`config.mk`:
```
export PLATFORM = sky130hd
export DESIGN_NAME = mpu_acc_writeback_flat
export DESIGN_NICKNAME = d
export VERILOG_FILES = /design/src/rtl/mpu_pkg.sv /design/src/rtl/mpu_acc_writeback_if.sv /design/src/rtl/acc_requant.sv /design/src/rtl/mpu_acc_writeback.sv /design/src/flat_wrapper.sv
export SDC_FILE = /design/constraint.sdc
export NUM_CORES = 1
export LEC_CHECK = 0
export CAP_MARGIN = 20
export CORE_MARGIN = 2
export CORE_UTILIZATION = 50
export CTS_CLUSTER_SIZE = 25
export DETAILED_ROUTE_END_ITERATION = 16
export GPL_TIMING_DRIVEN = 0
export PLACE_DENSITY = 0.81
export SYNTH_ARGS = -nofsm -noshare
export SYNTH_HDL_FRONTEND = slang
export SYNTH_SLANG_ARGS = --single-unit
```
`constraint.sdc`:
```
create_clock -name clk -period 9.3 [get_ports clk]
set_input_delay 0.93 -clock clk [delete_from_list [all_inputs] [get_ports clk]]
set_output_delay 0.93 -clock clk [all_outputs]
set_load 0.05 [all_outputs]
```
`src/rtl/mpu_pkg.sv`:
```
// Shared constants and types for the MPU accumulator write-back path.
package mpu_pkg;
    localparam int NUM_ACC = 16;
    localparam int ACC_W   = 32;
    localparam int ADDR_W  = 16;
    localparam int DATA_W  = 8;

    typedef logic signed [ACC_W-1:0] acc_t;

    typedef enum logic [1:0] {
        IDLE = 2'd0,
        SEND = 2'd1,
        DONE = 2'd2
    } wb_state_t;

    typedef enum logic {
        WB_RAW  = 1'b0,
        WB_INT8 = 1'b1
    } wb_mode_t;

    // Index of the final byte of one accumulator in the given format.
    function automatic logic [1:0] last_byte_idx(input wb_mode_t m);
        return (m == WB_RAW) ? 2'd3 : 2'd0;
    endfunction
endpackage

```
`src/rtl/mpu_acc_writeback_if.sv`:
```
// Byte-wide DRAM write bus with valid/ready handshake.
interface mpu_acc_writeback_if;
    import mpu_pkg::*;

    logic              dram_wr_valid;
    logic              dram_wr_ready;
    logic [ADDR_W-1:0] dram_addr_bus;
    logic [DATA_W-1:0] dram_data_bus;

    modport master (
        output dram_wr_valid,
        output dram_addr_bus,
        output dram_data_bus,
        input  dram_wr_ready
    );

    modport slave (
        input  dram_wr_valid,
        input  dram_addr_bus,
        input  dram_data_bus,
        output dram_wr_ready
    );
endinterface

```
`src/rtl/acc_requant.sv`:
```
// Requantizes a signed 32-bit accumulator to int8: arithmetic shift, then signed saturation.
module acc_requant
    import mpu_pkg::*;
(
    input  acc_t              acc_i,
    input  logic [4:0]        shamt_i,
    output logic [DATA_W-1:0] q_o
);
    acc_t shifted_s;

    // Shift then clamp to the int8 range.
    always_comb begin
        shifted_s = acc_i >>> shamt_i;
        if (shifted_s > 32'sd127) begin
            q_o = 8'h7F;
        end else if (shifted_s < -32'sd128) begin
            q_o = 8'h80;
        end else begin
            q_o = shifted_s[7:0];
        end
    end
endmodule

```
`src/rtl/mpu_acc_writeback.sv`:
```
// Drains a snapshot of the MPU accumulator bank to DRAM, raw little-endian or int8 requantized.
module mpu_acc_writeback
    import mpu_pkg::*;
(
    input  logic              clk,
    input  logic              rst,
    input  logic              start,
    input  logic [ADDR_W-1:0] base_addr,
    input  logic              mode,
    input  logic [4:0]        shamt,
    input  acc_t              acc_in [0:NUM_ACC-1],
    output logic              acc_clear,
    output logic              busy,
    output logic              done,
    mpu_acc_writeback_if.master wr
);
    wb_state_t         state_q, state_d;
    acc_t              snap_q [0:NUM_ACC-1];
    wb_mode_t          mode_q;
    logic [4:0]        shamt_q;
    logic [3:0]        acc_idx_q;
    logic [1:0]        byte_idx_q;
    logic [ADDR_W-1:0] addr_q;
    logic              clr_q;

    acc_t              cur_acc_s;
    logic [DATA_W-1:0] int8_s;
    logic [DATA_W-1:0] raw_byte_s;
    logic              xfer_s;
    logic              last_xfer_s;

    assign cur_acc_s   = snap_q[acc_idx_q];
    assign raw_byte_s  = cur_acc_s[{byte_idx_q, 3'b000} +: DATA_W];
    assign xfer_s      = (state_q == SEND) && wr.dram_wr_ready;
    assign last_xfer_s = xfer_s && (acc_idx_q == 4'd15) &&
                         (byte_idx_q == last_byte_idx(mode_q));

    acc_requant u_requant (
        .acc_i   (cur_acc_s),
        .shamt_i (shamt_q),
        .q_o     (int8_s)
    );

    // State register.
    always_ff @(posedge clk or negedge rst) begin
        if (!rst) begin
            state_q <= IDLE;
        end else begin
            state_q <= state_d;
        end
    end

    // Next-state logic.
    always_comb begin
        state_d = state_q;
        case (state_q)
            IDLE: begin
                if (start) begin
                    state_d = SEND;
                end else begin
                    state_d = IDLE;
                end
            end
            SEND: begin
                if (last_xfer_s) begin
                    state_d = DONE;
                end else begin
                    state_d = SEND;
                end
            end
            DONE:    state_d = IDLE;
            default: state_d = IDLE;
        endcase
    end

    // Snapshot, job parameters and stream position.
    always_ff @(posedge clk or negedge rst) begin
        if (!rst) begin
            for (int i = 0; i < NUM_ACC; i++) begin
                snap_q[i] <= '0;
            end
            mode_q     <= WB_RAW;
            shamt_q    <= 5'd0;
            acc_idx_q  <= 4'd0;
            byte_idx_q <= 2'd0;
            addr_q     <= '0;
            clr_q      <= 1'b0;
        end else begin
            clr_q <= (state_q == IDLE) && start;
            if ((state_q == IDLE) && start) begin
                for (int i = 0; i < NUM_ACC; i++) begin
                    snap_q[i] <= acc_in[i];
                end
                mode_q     <= wb_mode_t'(mode);
                shamt_q    <= shamt;
                acc_idx_q  <= 4'd0;
                byte_idx_q <= 2'd0;
                addr_q     <= base_addr;
            end else if (xfer_s) begin
                addr_q <= addr_q + 16'd1;
                if (byte_idx_q == last_byte_idx(mode_q)) begin
                    byte_idx_q <= 2'd0;
                    acc_idx_q  <= acc_idx_q + 4'd1;
                end else begin
                    byte_idx_q <= byte_idx_q + 2'd1;
                end
            end else begin
                addr_q <= addr_q;
            end
        end
    end

    // Outputs decoded from registered state; data is muxed straight from the snapshot.
    always_comb begin
        wr.dram_wr_valid = (state_q == SEND);
        wr.dram_addr_bus = addr_q;
        busy             = (state_q != IDLE);
        done             = (state_q == DONE);
        acc_clear        = clr_q;
        if (mode_q == WB_INT8) begin
            wr.dram_data_bus = int8_s;
        end else begin
            wr.dram_data_bus = raw_byte_s;
        end
    end
endmodule
```
`src/flat_wrapper.sv`:
```
// flat-port wrapper written by rule: the top's interface ports become plain ports
module mpu_acc_writeback_flat import mpu_pkg::*;
  (clk, rst, start, base_addr, mode, shamt, acc_in, acc_clear, busy, done, wr_dram_wr_valid, wr_dram_addr_bus, wr_dram_data_bus, wr_dram_wr_ready);
  mpu_acc_writeback_if wr_i ();
  input  logic clk;
  input  logic rst;
  input  logic start;
  input  logic [ADDR_W-1:0] base_addr;
  input  logic mode;
  input  logic [4:0] shamt;
  input  acc_t acc_in[0:NUM_ACC-1];
  output logic acc_clear;
  output logic busy;
  output logic done;
  output wire logic [$bits(wr_i.dram_wr_valid)-1:0] wr_dram_wr_valid;
  output wire logic [$bits(wr_i.dram_addr_bus)-1:0] wr_dram_addr_bus;
  output wire logic [$bits(wr_i.dram_data_bus)-1:0] wr_dram_data_bus;
  input wire logic [$bits(wr_i.dram_wr_ready)-1:0] wr_dram_wr_ready;
  assign wr_dram_wr_valid = wr_i.dram_wr_valid;
  assign wr_dram_addr_bus = wr_i.dram_addr_bus;
  assign wr_dram_data_bus = wr_i.dram_data_bus;
  assign wr_i.dram_wr_ready = wr_dram_wr_ready;
  mpu_acc_writeback u_core (.clk(clk), .rst(rst), .start(start), .base_addr(base_addr), .mode(mode), .shamt(shamt), .acc_in(acc_in), .acc_clear(acc_clear), .busy(busy), .done(done), .wr(wr_i));
endmodule
```
=== Word level (Yosys, flattened, before mapping) ===
Cells that the tools add are included.

* Flip-flop bits (word level): 543
* Output and inout bits: 28

* Add/subtract/negate cells: 3
* Order comparisons: 3
* Equality and inequality tests: 4
* Shift operators: 2
* Mux-type cells: 18
* Bitwise gates (word level): 1
* Reductions and logical operators: 9

{| class="wikitable"
|+ Operators by type and width
! kind !! count
|-
| binary-select mux 32 bit (select 4 bit) || 1
|-
| 2-to-1 mux 32 bit || 2
|-
| greater-than comparator 32 x 8 -> 1 bit, second input constant || 1
|-
| < comparator 32 x 8 -> 1 bit, second input constant || 1
|-
| 2-to-1 mux 16 bit || 2
|-
| indexed part select 32 x 6 -> 8 bit || 1
|-
| >>> shifter 32 x 5 -> 32 bit || 1
|-
| 2-to-1 mux 8 bit || 3
|-
| adder 16 x 1 -> 16 bit, second input constant || 1
|-
| 2-to-1 mux 4 bit || 3
|-
| 2-to-1 mux 2 bit || 5
|-
| nonzero test 2 bit || 3
|-
| greater-or-equal comparator 5 bit, second input constant || 1
|-
| NOT 4 -> 5 bit || 1
|-
| adder 4 x 1 -> 4 bit, second input constant || 1
|-
| == test 4 bit, second input constant || 1
|-
| logical AND 1 bit || 4
|-
| case mux 2 bit (2 select lines) || 1
|-
| adder 2 x 1 -> 2 bit, second input constant || 1
|-
| == test 2 x 1 -> 1 bit, second input constant || 1
|-
| == test 2 bit || 1
|-
| == test 2 bit, second input constant || 1
|-
| logical NOT 2 bit || 1
|-
| AND reduction 2 bit || 1
|-
| 2-to-1 mux 1 bit || 1
|}

=== Depth between registers and ports, before layout ===
Gate-level depths: netlist (run 1).

* Word-level depth: 9
* Gate-level depth with buffers: 19
* Gate-level depth less buffers: 11

=== Cells and area by module ===
A second synthesis (run 1) with hierarchy kept.

* Cell total of the unflattened synthesis: 3045
* Area, all modules: 27891.8 µm²

{| class="wikitable"
|+ Modules (own cells, without submodules)
! module !! instances !! cells an instance !! area each (µm²)
|-
| mpu_acc_writeback || 1 || 2762 || 25519.5
|-
| acc_requant || 1 || 283 || 2372.3
|}

=== Worst setup path after synthesis (run 1) ===
No wires, ideal clock.

* Path kind: register -> output
* Start point: register u_core.acc_idx_q[1]
* End point: output wr_dram_data_bus[6]
* Arrival: 4.152 ns
* Required time: 8.370 ns
* Slack: 4.218 ns
* Stages on the path, launching flop included: 17
* Buffers on the path: 5
* Cell sequence: dfrtp_1 -> buf_6 -> buf_12 -> buf_12 -> buf_12 -> buf_12 -> mux2i_1 -> a22oi_1 -> nand2_1 -> nor4_4 -> o22ai_1 -> a211o_1 -> a211o_1 -> nor2_1 -> or4b_1 -> o31a_1 -> o2bb2ai_1

* Word-level cells in the longest chain between the ends: 9
* Elaborated cells between the ends (all ways): 11

{| class="wikitable"
|+ Ends and longest elaborated chain
! element !! line !! source
|-
| start: declaration || mpu_acc_writeback.sv:21 || <nowiki>logic [3:0] acc_idx_q;</nowiki>
|-
| start signal: assignment || mpu_acc_writeback.sv:103 || <nowiki>acc_idx_q <= acc_idx_q + 4'd1;</nowiki>
|-
| NOT 4 -> 5 bit (not written as such) (*) || mpu_acc_writeback.sv:32 || <nowiki>assign cur_acc_s = snap_q[acc_idx_q];</nowiki>
|-
| binary-select mux 32 bit (select 4 bit) (*) || mpu_acc_writeback.sv:32 ||
|-
| 2-to-1 mux 32 bit (not written as such) (*) (2 in a row) || mpu_acc_writeback.sv:32 ||
|-
| >>> shifter 32 x 5 -> 32 bit || acc_requant.sv:13 || <nowiki>shifted_s = acc_i >>> shamt_i;</nowiki>
|-
| < comparator 32 x 8 -> 1 bit || acc_requant.sv:16 || <nowiki>end else if (shifted_s < -32'sd128) begin</nowiki>
|-
| 2-to-1 mux 8 bit || acc_requant.sv:16 ||
|-
| 2-to-1 mux 8 bit || acc_requant.sv:14 || <nowiki>if (shifted_s > 32'sd127) begin</nowiki>
|-
| 2-to-1 mux 8 bit (*) || mpu_acc_writeback.sv:120 || <nowiki>if (mode_q == WB_INT8) begin</nowiki>
|-
| end: declaration || flat_wrapper.sv:17 || <nowiki>output wire logic [$bits(wr_i.dram_data_bus)-1:0] wr_dram_data_bus;</nowiki>
|}

Mark *: on every way between the ends. The rest lies on a longest branch, timed or not. The select of a mux whose other input is x is not followed.

=== Worst setup path in the final report (run 1) ===
* Start point: register u_core.acc_idx_q[0]
* End point: output wr_dram_data_bus[4]

Same word-level chain as after synthesis.

==> reports/results.tsv, run 1 <==
stage	metric	value	unit
clock_network	cts_tree	built	
clock_network	numCtsBuffers	57	
clock_network	clkLatencyLatePin	650	ps
logic_synthesis	synth_seq_cells	543	
place	gp_congestion	0.980	
final_layout	nNetsFinal	3358	
routing	drt_iter0_drc	1963	
routing	drt_pass1_iterations	6	
global_routing	use_met1	51.2	%
worst_setup_path	crit_chain	buf_4, nor2b_1, buf_2, clkbuf_1, a22oi_1, nand2_1, o21ai_0, a222oi_1, nor2_1, nor4_1, nand4_1, or4_4, o21a_4, o2bb2ai_1, clkdlybuf4s50_1	
worst_setup_path	cp-start-kind	flip-flop	
logic_synthesis	synth_fp_nets	2723	
sta	period_share	87.6	%
sta	setup_ws	1150	ps
sta	whs	333	ps
routing	ant_nets	0	
worst_setup_path	worstSetupEndpointType	output pin	
sta	fin_tns_setup	0	ps
sta	drv_slew	0	
floorplan	std_cell_rows	87	
pwr	ir_drop	0.337	mV
worst_setup_path	crit_arrival	7220	ps
logic_synthesis	synth_cell_types	86	
final_layout	layout-drive-gt1-share	27.2	%
final_layout	fillers	4199	
outcome	outcome	finished clean	
global_routing	met2_usage	66.3	%
routing	wl_per_cell	32.9	um
worst_setup_path	crit_family	buffers and inverters	
clock_network	cts_root_buf	clkbuf_16	
routing	vias	23100	
logic_synthesis	yosysWarnings	0	
global_routing	grt_usage	40.8	%
hold_path	hold_class	in -> async	
clock_network	ctsResizeCount	0	
logic_synthesis	seq_area_frac_synth	48.2	%
global_routing	grt_pass1_vias	24300	
global_routing	gr-total-overflow	0	
global_routing	antenna_found_initial	13	
worst_setup_path	path_class	reg -> out	
pwr	powerDensity	416	mW/mm2
floorplan	ios	566	
floorplan	die_x	241	um
routing	vias_per_cell	6.37	
logic_synthesis	async_flop_share	100	%
sta	setup_viol_count_final	0	
sta	fin_skew	36.2	ps
logic_synthesis	yosysTopAreaCellShare	48.2	%
sta	slew_headroom	17.6	%
floorplan	fp.dieH	241	um
pwr	power.leakage	15.0	nW
global_routing	use_met3	9.48	%
logic_synthesis	synth_ff_type	dfrtp_1	
final_layout	layout_common_cells	clkdlybuf4s50_1, dfrtp_1, mux2_2	
final_layout	layout_commonest_cell	clkdlybuf4s50_1	
routing	routed_wl	119000	um
sta	max_freq	123	MHz
worst_setup_path	worstPathRequired	8370	ps
sta	period_minus_slack	8150	ps
floorplan	core	0.0561	mm2
sta	rsz0062_at_grt	no	
place	io_buffers	565	
final_layout	syn2layout_area_growth	31.1	%
global_routing	grt_max_degree	132	
clock_network	cts_sinks	543	
floorplan	die_area	0.0583	mm2
logic_synthesis	synth_edf_count	0	
logic_synthesis	synth_cells	2183	
worst_setup_path	crit_buf_inv	4	
logic_synthesis	yosys.area.top_type	dfrtp_1	
sta	worst_slew_pin_slew	1220	ps
logic_synthesis	synthTopCellsByArea	dfrtp_1, mux2_2, mux4_2	
clock_network	clockBufferDepth	3	
global_routing	grt_pass1_wl	168000	um
sta	finalHoldViolCount	0	
job	cap_violations	0	
worst_setup_path	slowest_delay	900	ps
clock_network	cts_htree_levels	2	
floorplan	start_util	50.3	%
logic_synthesis	synth_area	0.0282	mm2
worst_setup_path	cp_max_fo	10	
routing	drc	0	
clock_network	post_cts_buffers	0	
place	pre_cts_slack	2160	ps
place	dp_hpwl	92600	um
pwr	finalPower	15.4	mW
final_layout	post-route-util	65.9	%
global_routing	top_usage_layer	met2	
clock_network	postCtsHoldBufs	0	
worst_setup_path	critPathSlowestCell	clkbuf_1	
clock_network	clk_pin_slew	70	ps
logic_synthesis	avgSynthCellArea	12.9	um2
-- cell usage after synthesis, drive strengths merged, types with 15 or more instances --
| library cell | instances |
|---|---|
| a21oi | 41 |
| a221oi | 15 |
| a22oi | 84 |
| buf | 50 |
| clkbuf | 106 |
| dfrtp | 543 |
| inv | 18 |
| mux2 | 537 |
| mux2i | 173 |
| mux4 | 82 |
| nand2 | 114 |
| nand3 | 48 |
| nor2 | 87 |
| nor3 | 18 |
| o211ai | 16 |
| o21ai | 41 |
-- logic make-up after synthesis --
logic type	share of synthesized area, %
adders and majority gates	0.0888
muxes	34.1
DFF	48.2
AOI/OAI and AO/OA	7.66
xor gates and xnor gates	0.559
and+or+nand+nor	6.12
buffers and inverters	3.23
-- routing by layer --
metal | wire length, um | vias up
met5 | 40 | -
li1 | - | 9485
met2 | 56500 | 1266
met3 | 9760 | 330
met4 | 6580 | 6
met1 | 46400 | 12000
-- per-stage QoR --
step                      area (um2)  cells
final                          37000   3628
after global routing           37000   3628
after CTS                      36900   3620
after detailed placement       35000   3515
after global placement         34800   3504
after floorplan                28200   2183
-- where the power goes --
| part | switching (mW) | total (mW) | internal [mW] | leakage [nW] |
|---|---|---|---|---|
| Sequential | 0.712 | 4.24 | 3.53 | 6.59 |
| Clock | 0.991 | 2.36 | 1.37 | 0.933 |
| Combinational | 5.22 | 8.77 | 3.54 | 7.53 |
| Total | 6.93 | 15.4 | 8.45 | 15.0 |
-- worst paths after layout --
check,from,endpoint,slack [ps],depth (start not counted)
worst max-delay path,u_core.acc_idx_q[0],wr_dram_data_bus[4],1150,15
worst min-delay path,rst,u_core.snap_q[492],330,1
worst max register to register,u_core.acc_idx_q[3],u_core.state_q[0],3750,9
worst min register to register,u_core.snap_q[2],u_core.snap_q[2],500,1
max in group asynchronous,rst,u_core.snap_q[33],6870,4
min in group clk,u_core.snap_q[2],u_core.snap_q[2],500,1
-- state kept, by name, indices dropped and copies added (netlist names) --
register,cells
u_core.snap_q,512
u_core.wr.dram_addr_bus,16
u_core.shamt_q,5
u_core.acc_idx_q,4
u_core.byte_idx_q,2
u_core.state_q,2
u_core.acc_clear,1
u_core.mode_q,1
-- layout make-up --
cell class | instances | area, um2 | area share, %
flip-flops and latches | 543 | 13600 | 36.8
repair buffers | 576 | 5870 | 15.9
diodes | 8 | 20.0 | 0.0542
clock inverters | 16 | 260 | 0.704
plain buffers | 156 | 837 | 2.27
inverters | 20 | 75.1 | 0.203
well taps | 756 | 946 | 2.56
clock buffers | 89 | 1670 | 4.51
multi-input cells | 1464 | 13700 | 37.0
Power figures use the tool's default switching activity.
==> run 2, diff against run 1 <==
--- a/config.mk
+++ b/config.mk
@@ -5,13 +5,14 @@
 export SDC_FILE = /design/constraint.sdc
 export NUM_CORES = 1
 export LEC_CHECK = 0
+export ABC_CLOCK_PERIOD_IN_PS = 9300
 export CAP_MARGIN = 20
 export CORE_MARGIN = 2
-export CORE_UTILIZATION = 50
+export CORE_UTILIZATION = 45
 export CTS_CLUSTER_SIZE = 25
 export DETAILED_ROUTE_END_ITERATION = 16
 export GPL_TIMING_DRIVEN = 0
-export PLACE_DENSITY = 0.81
+export PLACE_DENSITY = 0.74
 export SYNTH_ARGS = -nofsm -noshare
 export SYNTH_HDL_FRONTEND = slang
 export SYNTH_SLANG_ARGS = --single-unit
==> constraint.sdc (replaced) <==
create_clock -name clk -period 9.3 [get_ports clk]
set_input_delay 1.86 -clock clk [delete_from_list [all_inputs] [get_ports clk]]
set_output_delay 1.86 -clock clk [all_outputs]
set_load 0.05 [all_outputs]
==> reports/results.tsv, run 2 (synthesis results as in run 1) <==
stage	metric	value	unit
sta	finalHoldViolCount	0	
routing	routed_wl	121000	um
floorplan	die_x	254	um
routing	vias	22800	
worst_setup_path	cp_max_fo	10	
floorplan	std_cell_rows	91	
routing	wl_per_cell	32.6	um
floorplan	core	0.0618	mm2
sta	setup_ws	256	ps
routing	drt_pass1_iterations	6	
routing	drc	0	
final_layout	layout_commonest_cell	clkdlybuf4s50_1	
final_layout	layout-drive-gt1-share	27.8	%
place	gp_congestion	0.959	
clock_network	post_cts_buffers	0	
sta	max_freq	111	MHz
clock_network	clkLatencyLatePin	660	ps
final_layout	layout_common_cells	clkdlybuf4s50_1, dfrtp_1, mux2_2	
sta	worst_slew_pin_slew	1210	ps
hold_path	hold_class	reg -> reg	
global_routing	grt_usage	37.2	%
final_layout	design_area	0.0372	mm2
final_layout	final-seq-area	0.0136	mm2
sta	slew_headroom	19.2	%
clock_network	clockBufferDepth	3	
final_layout	fin_cells	3718	
global_routing	grt_pass1_wl	171000	um
place	place_inst	3595	
clock_network	cts_htree_levels	2	
place	pre_cts_slack	1150	ps
pwr	power.leakage	15.1	nW
worst_setup_path	worstPathRequired	7440	ps
outcome	outcome	finished clean	
routing	drt_iter0_drc	2153	
clock_network	cts_tree	built	
sta	rsz0062_at_grt	no	
floorplan	die_area	0.0647	mm2
final_layout	fillers	5028	
clock_network	numCtsBuffers	58	
final_layout	top_register	u_core.snap_q	
sta	whs	502	ps
final_layout	multi_input_area	0.0137	mm2
clock_network	cts_sinks	543	
sta	period_share	97.2	%
global_routing	gr-total-overflow	0	
pwr	powerDensity	416	mW/mm2
clock_network	postCtsHoldBufs	0	
global_routing	antenna_found_initial	19	
sta	drv_slew	0	
place	dp_hpwl	95000	um
floorplan	start_util	45.6	%
global_routing	grt_max_degree	129	
clock_network	ctsResizeCount	0	
sta	setup_viol_count_final	0	
final_layout	nNetsFinal	3361	
final_layout	post-route-util	60.1	%
worst_setup_path	cp-start-kind	flip-flop	
pwr	ir_drop	0.229	mV
global_routing	grt_pass1_vias	24300	
floorplan	ios	566	
sta	fin_tns_setup	0	ps
job	cap_violations	0	
worst_setup_path	crit_arrival	7180	ps
floorplan	fp.dieH	254	um
sta	period_minus_slack	9040	ps
sta	fin_skew	44.8	ps
routing	ant_nets	0	
final_layout	largest_reg_flops	512	
place	postPlaceCellArea	0.0351	mm2
routing	vias_per_cell	6.13	
clock_network	clk_pin_slew	70	ps
worst_setup_path	path_class	reg -> out	
clock_network	cts_root_buf	clkbuf_16	
worst_setup_path	worstSetupEndpointType	output pin	
place	io_buffers	565	
final_layout	syn2layout_area_growth	31.8	%
pwr	finalPower	15.5	mW
==> run 2: cell types whose count changed in the layout (fill, tap and decap cells not counted) <==
cell       change
buf_16         +1
clkinv_16      -1
inv_6          +2
clkinv_2       +7
clkbuf_8       +4
bufinv_16      -1
clkbuf_16      +1
diode_2        +5
buf_4          -1
clkbuf_1      -13
inv_16         +1
clkinv_4       +2
clkbuf_2       +2
==> run 2: final timing paths <==
| kind | from | end | slack (ps) | depth (start not counted) |
|---|---|---|---|---|
| max | u_core.acc_idx_q[0] | wr_dram_data_bus[4] | 260 | 16 |
| min | u_core.snap_q[3] | u_core.snap_q[3] | 500 | 1 |
| max in group asynchronous | rst | u_core.snap_q[62] | 6270 | 3 |
| min reg2reg | u_core.snap_q[3] | u_core.snap_q[3] | 500 | 1 |
| max reg2reg | u_core.acc_idx_q[3] | u_core.state_q[0] | 4110 | 9 |
| min in group asynchronous | rst | u_core.snap_q[110] | 1300 | 1 |
==> run 2: report_power, final <==
group	internal, mW	switching (mW)	total (mW)	leakage (nW)
Combinational	3.55	5.28	8.82	7.54
Sequential	3.53	0.705	4.24	6.59
Clock	1.39	1.02	2.41	0.987
Total	8.47	7.00	15.5	15.1
==> run 2: final cells by class <==
class                   instances  share of cell area [%]
well taps                     837                    2.82
clock inverters                26                   0.781
diodes                         13                  0.0875
repair buffers                578                    15.9
inverters                      20                   0.202
plain buffers                 156                    2.25
flip-flops and latches        543                    36.6
clock buffers                  81                    4.57
multi-input cells            1464                    36.8
==> run 2: per-layer routing <==
layer  track usage, %  vias up  routed length (um)
met1             46.8    11800               47800
met3             9.36      307               10100
met2             60.7     1169               57800
met5                0        -                  73
met4             16.6       12                5560
li1                 -     9499                   -
==> run 2: critical path, cell delays in order, from the launching register on <==
cell and delay [ps]:
dfrtp_1 390, buf_4 200, and2_1 150, clkbuf_1 290, buf_2 370, clkbuf_1 560
a22oi_1 630, nand2_1 230, a221oi_1 770, mux4_2 470, nor2_1 60, a211o_1 300
nor2_1 90, or4b_1 430, o31a_1 380, o2bb2ai_1 260, clkdlybuf4s50_1 900
